## src/rtl/timer_bank_if.sv

```systemverilog
// Register-port bundle for timer_bank: one write strobe, {channel, reg} address,
// write data and the combinational read-back of the addressed register.
interface timer_bank_if #(
  parameter int NUM_CHANNELS = 4
);
  logic                              write;
  logic [$clog2(NUM_CHANNELS)+1:0]   addr;
  logic [31:0]                       data_in;
  logic [31:0]                       data_out;

  modport master (output write, addr, data_in, input data_out);
  modport slave  (input write, addr, data_in, output data_out);
endinterface

```

## src/rtl/timer_bank.sv

```systemverilog
// Multi-channel down-counting timer bank: per-channel prescaler, one-shot/periodic, sticky pending, irq.
// Optional TIMER_OVERRUN_EN adds a saturating overrun counter in STATUS[15:8].
module timer_chan #(
  parameter int CW   = 32,
  parameter int MAXP = 7,
  parameter int PW   = 7
) (
  input  logic        clk,
  input  logic        rst,
  input  logic        load_wr,
  input  logic        ctrl_wr,
  input  logic        stat_wr,
  input  logic [31:0] wdata,
  input  logic [1:0]  rsel,
  output logic [31:0] rdata,
  output logic        irq
);
  typedef struct packed {
    logic [3:0] shift;
    logic       irq_en;
    logic       periodic;
    logic       enable;
  } ctrl_t;

  ctrl_t         ctrl;
  logic [CW-1:0] load, count;
  logic [PW-1:0] pre, pmask;
  logic          pending, zl_arm;
  logic          run, tick, expire, clr;
  logic [3:0]    shift_in;
  logic [7:0]    ovr_rd;
  logic          unused_wdata;

  assign unused_wdata = ^wdata;
  assign shift_in = (wdata[7:4] > 4'(MAXP)) ? 4'(MAXP) : wdata[7:4];
  assign pmask    = PW'((32'd1 << ctrl.shift) - 32'd1);
  // A LOAD write owns the cycle: no counting and no expiry alongside it.
  assign run      = ctrl.enable && (count != '0) && !load_wr;
  // >= rather than == so a P decrease below the current prescaler ticks right away.
  assign tick     = run && (pre >= pmask);
  assign expire   = (tick && count == CW'(1)) || (zl_arm && !load_wr);
  assign clr      = stat_wr && wdata[0];
  assign irq      = pending && ctrl.irq_en;

  always_ff @(posedge clk or negedge rst) begin
    if (!rst) begin
      ctrl    <= '0;
      load    <= '0;
      count   <= '0;
      pre     <= '0;
      pending <= 1'b0;
      zl_arm  <= 1'b0;
    end else begin
      zl_arm <= 1'b0;
      if (ctrl_wr) ctrl <= {shift_in, wdata[2], wdata[1], wdata[0]};
      if (load_wr) begin
        load   <= wdata[CW-1:0];
        count  <= wdata[CW-1:0];
        pre    <= '0;
        zl_arm <= ctrl.enable && (wdata[CW-1:0] == '0);
      end else if (run) begin
        pre <= tick ? '0 : pre + PW'(1);
        if (tick) count <= (count == CW'(1)) ? (ctrl.periodic ? load : '0) : count - CW'(1);
      end
      if (expire)   pending <= 1'b1;
      else if (clr) pending <= 1'b0;
    end
  end

`ifdef TIMER_OVERRUN_EN
  logic [7:0] ovr;
  always_ff @(posedge clk or negedge rst) begin
    if (!rst)                                   ovr <= '0;
    else if (clr)                               ovr <= (expire && pending) ? 8'd1 : 8'd0;
    else if (expire && pending && ovr != 8'hFF) ovr <= ovr + 8'd1;
  end
  assign ovr_rd = ovr;
`else
  assign ovr_rd = '0;
`endif

  always_comb begin
    rdata = '0;
    case (rsel)
      2'd0:    rdata[CW-1:0] = load;
      2'd1:    rdata[7:0]    = {ctrl.shift, 1'b0, ctrl.irq_en, ctrl.periodic, ctrl.enable};
      2'd2:    rdata[CW-1:0] = count;
      default: rdata[15:0]   = {ovr_rd, 7'd0, pending};
    endcase
  end
endmodule

module timer_bank #(
  parameter int NUM_CHANNELS  = 4,
  parameter int COUNTER_WIDTH = 32,
  parameter int MAX_PRESCALE  = 7
) (
  input  logic                    clk,
  input  logic                    rst,
  timer_bank_if.slave             bus,
  output logic [NUM_CHANNELS-1:0] irq
);
  localparam int PW = (MAX_PRESCALE > 0) ? MAX_PRESCALE : 1;

  logic [NUM_CHANNELS-1:0][31:0] rdata;
  logic [31:0]                   ch_idx;
  logic [1:0]                    rsel;

  assign ch_idx = 32'(bus.addr >> 2);
  assign rsel   = bus.addr[1:0];

  for (genvar i = 0; i < NUM_CHANNELS; i++) begin : g_ch
    logic sel;
    assign sel = bus.write && (ch_idx == 32'(i));
    timer_chan #(.CW(COUNTER_WIDTH), .MAXP(MAX_PRESCALE), .PW(PW)) u_chan (
      .clk    (clk),
      .rst    (rst),
      .load_wr(sel && rsel == 2'd0),
      .ctrl_wr(sel && rsel == 2'd1),
      .stat_wr(sel && rsel == 2'd3),
      .wdata  (bus.data_in),
      .rsel   (rsel),
      .rdata  (rdata[i]),
      .irq    (irq[i])
    );
  end

  // Channel indices past NUM_CHANNELS match nothing and read as zero.
  always_comb begin
    bus.data_out = '0;
    for (int i = 0; i < NUM_CHANNELS; i++)
      if (ch_idx == 32'(i)) bus.data_out = rdata[i];
  end
endmodule

```

## src/flat_wrapper.sv

```systemverilog
// flat-port wrapper written by rule: the top's interface ports become plain ports
module timer_bank_flat 
#(
  parameter int NUM_CHANNELS  = 4,
  parameter int COUNTER_WIDTH = 32,
  parameter int MAX_PRESCALE  = 7
)
  (clk, rst, irq, bus_write, bus_addr, bus_data_in, bus_data_out);
  timer_bank_if #(.NUM_CHANNELS(NUM_CHANNELS)) bus_i ();
  input  logic clk;
  input  logic rst;
  output logic [NUM_CHANNELS-1:0] irq;
  input wire logic [$bits(bus_i.write)-1:0] bus_write;
  input wire logic [$bits(bus_i.addr)-1:0] bus_addr;
  input wire logic [$bits(bus_i.data_in)-1:0] bus_data_in;
  output wire logic [$bits(bus_i.data_out)-1:0] bus_data_out;
  assign bus_i.write = bus_write;
  assign bus_i.addr = bus_addr;
  assign bus_i.data_in = bus_data_in;
  assign bus_data_out = bus_i.data_out;
  timer_bank #(.NUM_CHANNELS(NUM_CHANNELS), .COUNTER_WIDTH(COUNTER_WIDTH), .MAX_PRESCALE(MAX_PRESCALE)) u_core (.clk(clk), .rst(rst), .bus(bus_i), .irq(irq));
endmodule
```

## config.mk

```make
export PLATFORM = sky130hd
export DESIGN_NAME = timer_bank_flat
export DESIGN_NICKNAME = d
export VERILOG_FILES = /design/src/rtl/timer_bank_if.sv /design/src/rtl/timer_bank.sv /design/src/flat_wrapper.sv
export SDC_FILE = /design/constraint.sdc
export NUM_CORES = 1
export LEC_CHECK = 0
export ABC_AREA = 1
export CORE_ASPECT_RATIO = 1.25
export CORE_MARGIN = 10
export CORE_UTILIZATION = 29
export CTS_BUF_LIST = sky130_fd_sc_hd__clkbuf_16
export CTS_CLUSTER_DIAMETER = 200
export DETAILED_ROUTE_END_ITERATION = 8
export GPL_TIMING_DRIVEN = 0
export MAX_ROUTING_LAYER = met4
export PLACE_DENSITY = 0.47
export SYNTH_ARGS = -nofsm -noshare
export SYNTH_HDL_FRONTEND = slang
export SYNTH_SLANG_ARGS = --single-unit
```

## constraint.sdc

```tcl
create_clock -name clk -period 4.3 [get_ports clk]
set_clock_uncertainty 0.15 [all_clocks]
set_input_delay 0.43 -clock clk [delete_from_list [all_inputs] [get_ports clk]]
set_output_delay 0.43 -clock clk [all_outputs]
set_load 0.005 [all_outputs]
```

Word level (Yosys, flattened, before mapping) --
Cells that the tools add are included.
Word-level totals: register bits after elaboration 320, input port bits 39, output and inout port bits 36, logic and storage cells 207
Cells by class: add/subtract/negate cells 12, order comparisons 5, equality and inequality tests 10, shift-type cells 4, mux-type cells 61, reductions and logical operators 79
Operator list (number):
- $mux W32 | 24
- $eq A32 B1 Y1 const B | 4
- $pmux W16 S2 | 4
- $reduce_bool A32 Y1 | 4
- $sub A32 B1 Y32 const B | 4
- $pmux W8 S3 | 4
- $mux W7 | 12
- $logic_not A32 Y1 | 2
- $pmux W8 S2 | 4
- $logic_and A1 B1 Y1 | 48
- $add A7 B1 Y7 const B | 4
- $ge A7 B7 Y1 | 4
- $shl A1 B4 Y7 const A | 4
- $sub A7 B1 Y7 const B | 4
- $reduce_bool A2 Y1 | 12
- $mux W1 | 12
- $eq A2 B2 Y1 const B | 4
- $reduce_and A2 Y1 | 4
- $eq A2 B1 Y1 const B | 2
- $gt A4 B3 Y1 const B | 1
- $logic_not A1 Y1 | 4
- $logic_or A1 B1 Y1 | 4
- $mux W4 | 1
- $logic_not A2 Y1 | 1

Logic depth before layout (Yosys ltp) --
word-level depth 9, mapped depth 17

Cells and area by module --
A second synthesis with hierarchy kept.
Unflattened totals: cells, all modules 3547, area total of the unflattened synthesis 23252.3 um^2
By module, submodules not included:
- timer_chan (u_core.g_ch[0].u_chan ...) | instances 2, cells an instance 827, area each 5516.5 um^2
- timer_chan (u_core.g_ch[3].u_chan) | instances 1, cells an instance 843, area each 5688.0 um^2
- timer_chan (u_core.g_ch[2].u_chan) | instances 1, cells an instance 844, area each 5522.8 um^2
- timer_bank | instances 1, cells an instance 206, area each 1008.5 um^2

Worst setup path before layout --
No wires, ideal clock.
kind register to register, from reg u_core.g_ch[0].u_chan.ctrl[5] (netlist name), to reg u_core.g_ch[0].u_chan.count[11], setup time 116 ps, arrival time 2457 ps, required time 4034 ps, setup slack 1576 ps, cell stages (with the launch flop) 17, path buffers 3, clock period less this slack 2724 ps, path through dfrtp_1 > clkbuf_1 > nor3_1 > nand2_1 > ha_1 > nand2_1 > xnor2_1 > ha_1 > a21o_1 > nor2_1 > nand3_1 > nand3_1 > nand2_1 > buf_4 > buf_4 > nand2_1 > nand2_1
Between the ends: longest elaborated chain between the ends 6
Ends and longest elaborated chain:
- start: declaration | RTL line timer_bank.sv:25 | ctrl_t ctrl;
- start signal: assignment | RTL line timer_bank.sv:55 | if (ctrl_wr) ctrl <= {shift_in, wdata[2], wdata[1], wdata[0]};
- $shl A1 B4 Y7 | RTL line timer_bank.sv:36 | assign pmask = PW'((32'd1 << ctrl.shift) - 32'd1);
- $sub A7 B1 Y7 | RTL line timer_bank.sv:36
- $ge A7 B7 Y1 | RTL line timer_bank.sv:40 | assign tick = run && (pre >= pmask);
- $logic_and A1 B1 Y1 | RTL line timer_bank.sv:40
- $reduce_bool A2 Y1 (no line)
- $reduce_and A2 Y1 (no line)
- end signal: assignment | RTL line timer_bank.sv:58 | count <= wdata[CW-1:0];
- end signal: assignment | RTL line timer_bank.sv:63 | if (tick) count <= (count == CW'(1)) ? (ctrl.periodic ? load : '0) : count - CW'(1);
- end: declaration | RTL line timer_bank.sv:26 | logic [CW-1:0] load, count;
Every way passes these cells. A chain may end at the register's enable or synchronous reset.

Worst setup path in the final report --
from in bus_addr[0], to out bus_data_out[26]
Between the ends: longest elaborated chain between the ends 6
Ends and longest elaborated chain:
- start: declaration | RTL line flat_wrapper.sv:14 | input wire logic [$bits(bus_i.addr)-1:0] bus_addr;
- $eq A2 B2 Y1 or $logic_not A2 Y1 (tied branches) | RTL line timer_bank.sv:84 | case (rsel)
- $pmux W16 S2 | RTL line timer_bank.sv:84
- $mux W32 (3 in series) | RTL line timer_bank.sv:132 | if (ch_idx == 32'(i)) bus.data_out = rdata[i];
- $mux W32 * | RTL line timer_bank.sv:132
- end: declaration | RTL line flat_wrapper.sv:16 | output wire logic [$bits(bus_i.data_out)-1:0] bus_data_out;
Mark *: on every way between the ends. The rest lies on a longest branch, timed or not.

==> reports/qor.yml <==
floorplanning:
  start_util_pct: 29.4
  die_h_um: 328
  rows: 112
  io_pins: 75
  coreArea_um2: 74800
  die_area_um2: 87200
  die_x_um: 266
synthesis:
  seq_area_frac_synth_pct: 36.4
  ys_types: 38
  yosys_warnings: 0
  async_reset_ff_share_pct: 100
  avgSynthCellArea_um2: 6.44
  synth_nets: 3493
  synth_area_um2: 22000
  syn_inst: 3410
  synth_edf_count: 0
  yosys_register_bits: 320
  synthFlopType: "dfrtp_1"
sta:
  finalSetupViolations: 0
  min_period_ns: 4.27
  finalMaxSlewViolations: 0
  hold_viol: 0
  rsz0062_at_grt: "no"
  fmax_mhz: 234
  slew_headroom_pct: 15.7
  setup_slack_ns: 0.0349
  fin_crit_sh_pct: 99.2
  tightest_slew_ns: 1.26
  hold_ws_ns: 0.149
power_and_ir_drop:
  leakage_nw: 12.8
  ir_drop_uv: 382
  p_per_area_nw_per_um2: 589
cts:
  numCtsBuffers: 41
  cts_htree_levels: 2
  cts_tree: "done"
  clock-sinks: 320
  clkTransAtPathRegs_ns: 0.06
  cts_root_buf: "clkbuf_16"
  clockBufferDepth: 3
  insertion_delay_ns: 0.60
global_route:
  overflow: 0
  grt_pass1_vias: 23142
  grtUsageMet3_pct: 3.94
  track_usage_pct: 25.8
  antenna_found_initial: 3
  grt_pass1_wl_um: 161000
  met1_usage_pct: 30.9
  busiest_layer: "met2"
  grtUsageMet2_pct: 40.5
  grt_max_degree: 104
place:
  pre_cts_ws_ns: -0.125
  gp_congestion: 1.01
  numPortBuffers: 70
  dpl.hpwl_um: 86700
min_path:
  hold_path.class: "in2async"
drt:
  drt_iter0_drc: 2528
  first_pass_iters: 6
  drc: 0
  antenna_left: 0
  avgViaCountPerCell: 5.30
  wirelength_um: 112000
  wl_per_cell_um: 24.7
  vias: 24027
setup_path:
  reg2reg_setup_slack_ns: 0.81
  startpoint_type: "input port"
  cp-end-kind: "output port"
  critical_path_class: "in2out"
  crit_arrival_ns: 3.69
  cp_max_fo: 10
  required_ns: 3.72
cells_and_area:
  drive_above_1_share_pct: 5.81
  syn_to_final_growth_pct: 15.3
  fin_nets: 3610
outcome:
  status: "finished clean"
job:
  max_cap_violations: 0
[kinds of logic after synthesis]
| family | share of synthesized area (%) |
|---|---|
| buffers and inverters | 9.23 |
| AOI/OAI and AO/OA | 11.5 |
| DFF | 36.4 |
| xor gates and xnor gates | 2.15 |
| and+or+nand+nor | 38.1 |
| adders and majority gates | 2.51 |
[per-layer routing]
layer / wire [um] / part of all wire, %
met1: 45300 / 41
met2: 50700 / 45
met3: 7780 / 7.0
met4: 7940 / 7.1
met5: 0 / 0
[synthesized netlist by cell type (7+ instances only)]
library cell | n | area share, %
nand2_1 | 1298 | 22
inv_1 | 354 | 6.0
nor2_1 | 345 | 5.9
dfrtp_1 | 320 | 36
o21ai_0 | 242 | 5.5
nand3_1 | 227 | 5.2
nand4_1 | 92 | 2.6
clkbuf_1 | 66 | 1.1
o22ai_1 | 61 | 1.7
buf_2 | 49 | 1.1
xor2_1 | 46 | 1.8
o21ai_1 | 45 | 1.0
ha_1 | 44 | 2.5
a21oi_1 | 34 | 0.77
o211ai_1 | 22 | 0.75
nor2_2 | 15 | 0.43
o21ai_2 | 14 | 0.56
a31oi_1 | 12 | 0.34
buf_4 | 12 | 0.41
inv_2 | 11 | 0.19
or2_2 | 11 | 0.31
buf_1 | 10 | 0.17
nand3b_1 | 10 | 0.34
o221ai_1 | 10 | 0.40
nor3_1 | 9 | 0.20
xnor2_1 | 8 | 0.32
nor4_1 | 7 | 0.20
[state kept, by name, indices dropped and copies added (netlist names)]
signal,cells
u_core.g_ch.u_chan.zl_arm,4
u_core.g_ch.u_chan.count,128
u_core.g_ch.u_chan.ctrl,28
u_core.g_ch.u_chan.pending,4
u_core.g_ch.u_chan.pre,28
u_core.g_ch.u_chan.load,128
[worst max-delay path, stage by stage]
cell	delay, ns
clkdlybuf4s50_1	0.74
inv_1	0.19
nand2_1	0.15
clkbuf_1	0.32
clkbuf_1	0.61
o21ai_0	0.26
nand2_1	0.17
nand4_1	0.25
clkdlybuf4s50_1	0.54
[power breakdown]
| group | total (mW) | internal (mW) | leakage [nW] | switching [mW] |
|---|---|---|---|---|
| logic | 6.56 | 2.07 | 8.05 | 4.49 |
| clock network | 3.51 | 1.98 | 0.673 | 1.53 |
| registers | 4.84 | 3.85 | 4.09 | 0.986 |
| total | 14.9 | 7.90 | 12.8 | 7.01 |
[cells in the final DEF (no fill, tap or decap), drive strengths merged]
cell type	count
nand2	1303
inv	372
nor2	367
dfrtp	320
o21ai	301
nand3	227
clkbuf	110
nand4	92
buf	77
clkdlybuf4s50	69
o22ai	61
xor2	46
ha	44
a21oi	34
clkinv	24
o211ai	22
a31oi	12
or2	11
o221ai	10
nand3b	10
nor3	9
xnor2	8
nor4	7
o2111ai	5
and3	5
diode	4
a21o	4
and2	3
bufinv	3
a31o	2
o31ai	1
dlygate4sd3	1
[per-stage QoR]
step / power, mW / cells / TNS (ns) / util [%] / instance area (um2)
after floorplan: 8.93 / 3410 / 0 / - / 22000
after CTS: 14.9 / 4529 / 0 / 33.8 / 25300
after detailed placement: 11.3 / 4452 / -0.897 / 32.0 / 24000
after global placement: 11.3 / 4449 / -4190.90 / 31.9 / 23900
final: 14.9 / 4533 / 0 / 33.8 / 25300
after global routing: 16.0 / 4531 / 0 / 33.8 / 25300
[worst paths after layout]
path,startpoint,end,cells after the start
setup / recovery,bus_addr[0],bus_data_out[26],9
hold / removal,rst,u_core.g_ch[3].u_chan.count[29],2
setup reg to reg,u_core.g_ch[0].u_chan.ctrl[5],u_core.g_ch[0].u_chan.count[30],16
hold reg to reg,u_core.g_ch[1].u_chan.zl_arm,u_core.g_ch[1].u_chan.pending,2
max in group asynchronous,rst,u_core.g_ch[1].u_chan.count[26],5
min in group clk,u_core.g_ch[1].u_chan.zl_arm,u_core.g_ch[1].u_chan.pending,2
[timing repair]
action,CTS,global route
hold buffers,1,0
setup buffers,0,0
setup endpoints to repair,16,17
gates resized for setup,10,13
endpoints found under the hold margin,50,0
[final cells by class]
class                           instances  area (um2)
Fill cell                            8553       49500
Antenna cell                            4        10.0
Buffer                                140         669
Clock buffer                           43        1080
Timing Repair Buffer                   74         798
Sequential cell                       320        8010
Multi-Input combinational cell       2584       12000
Tap cell                              969        1210
Inverter                              366        1370
Clock inverter                         33         223
Power figures use the tool's default switching activity.
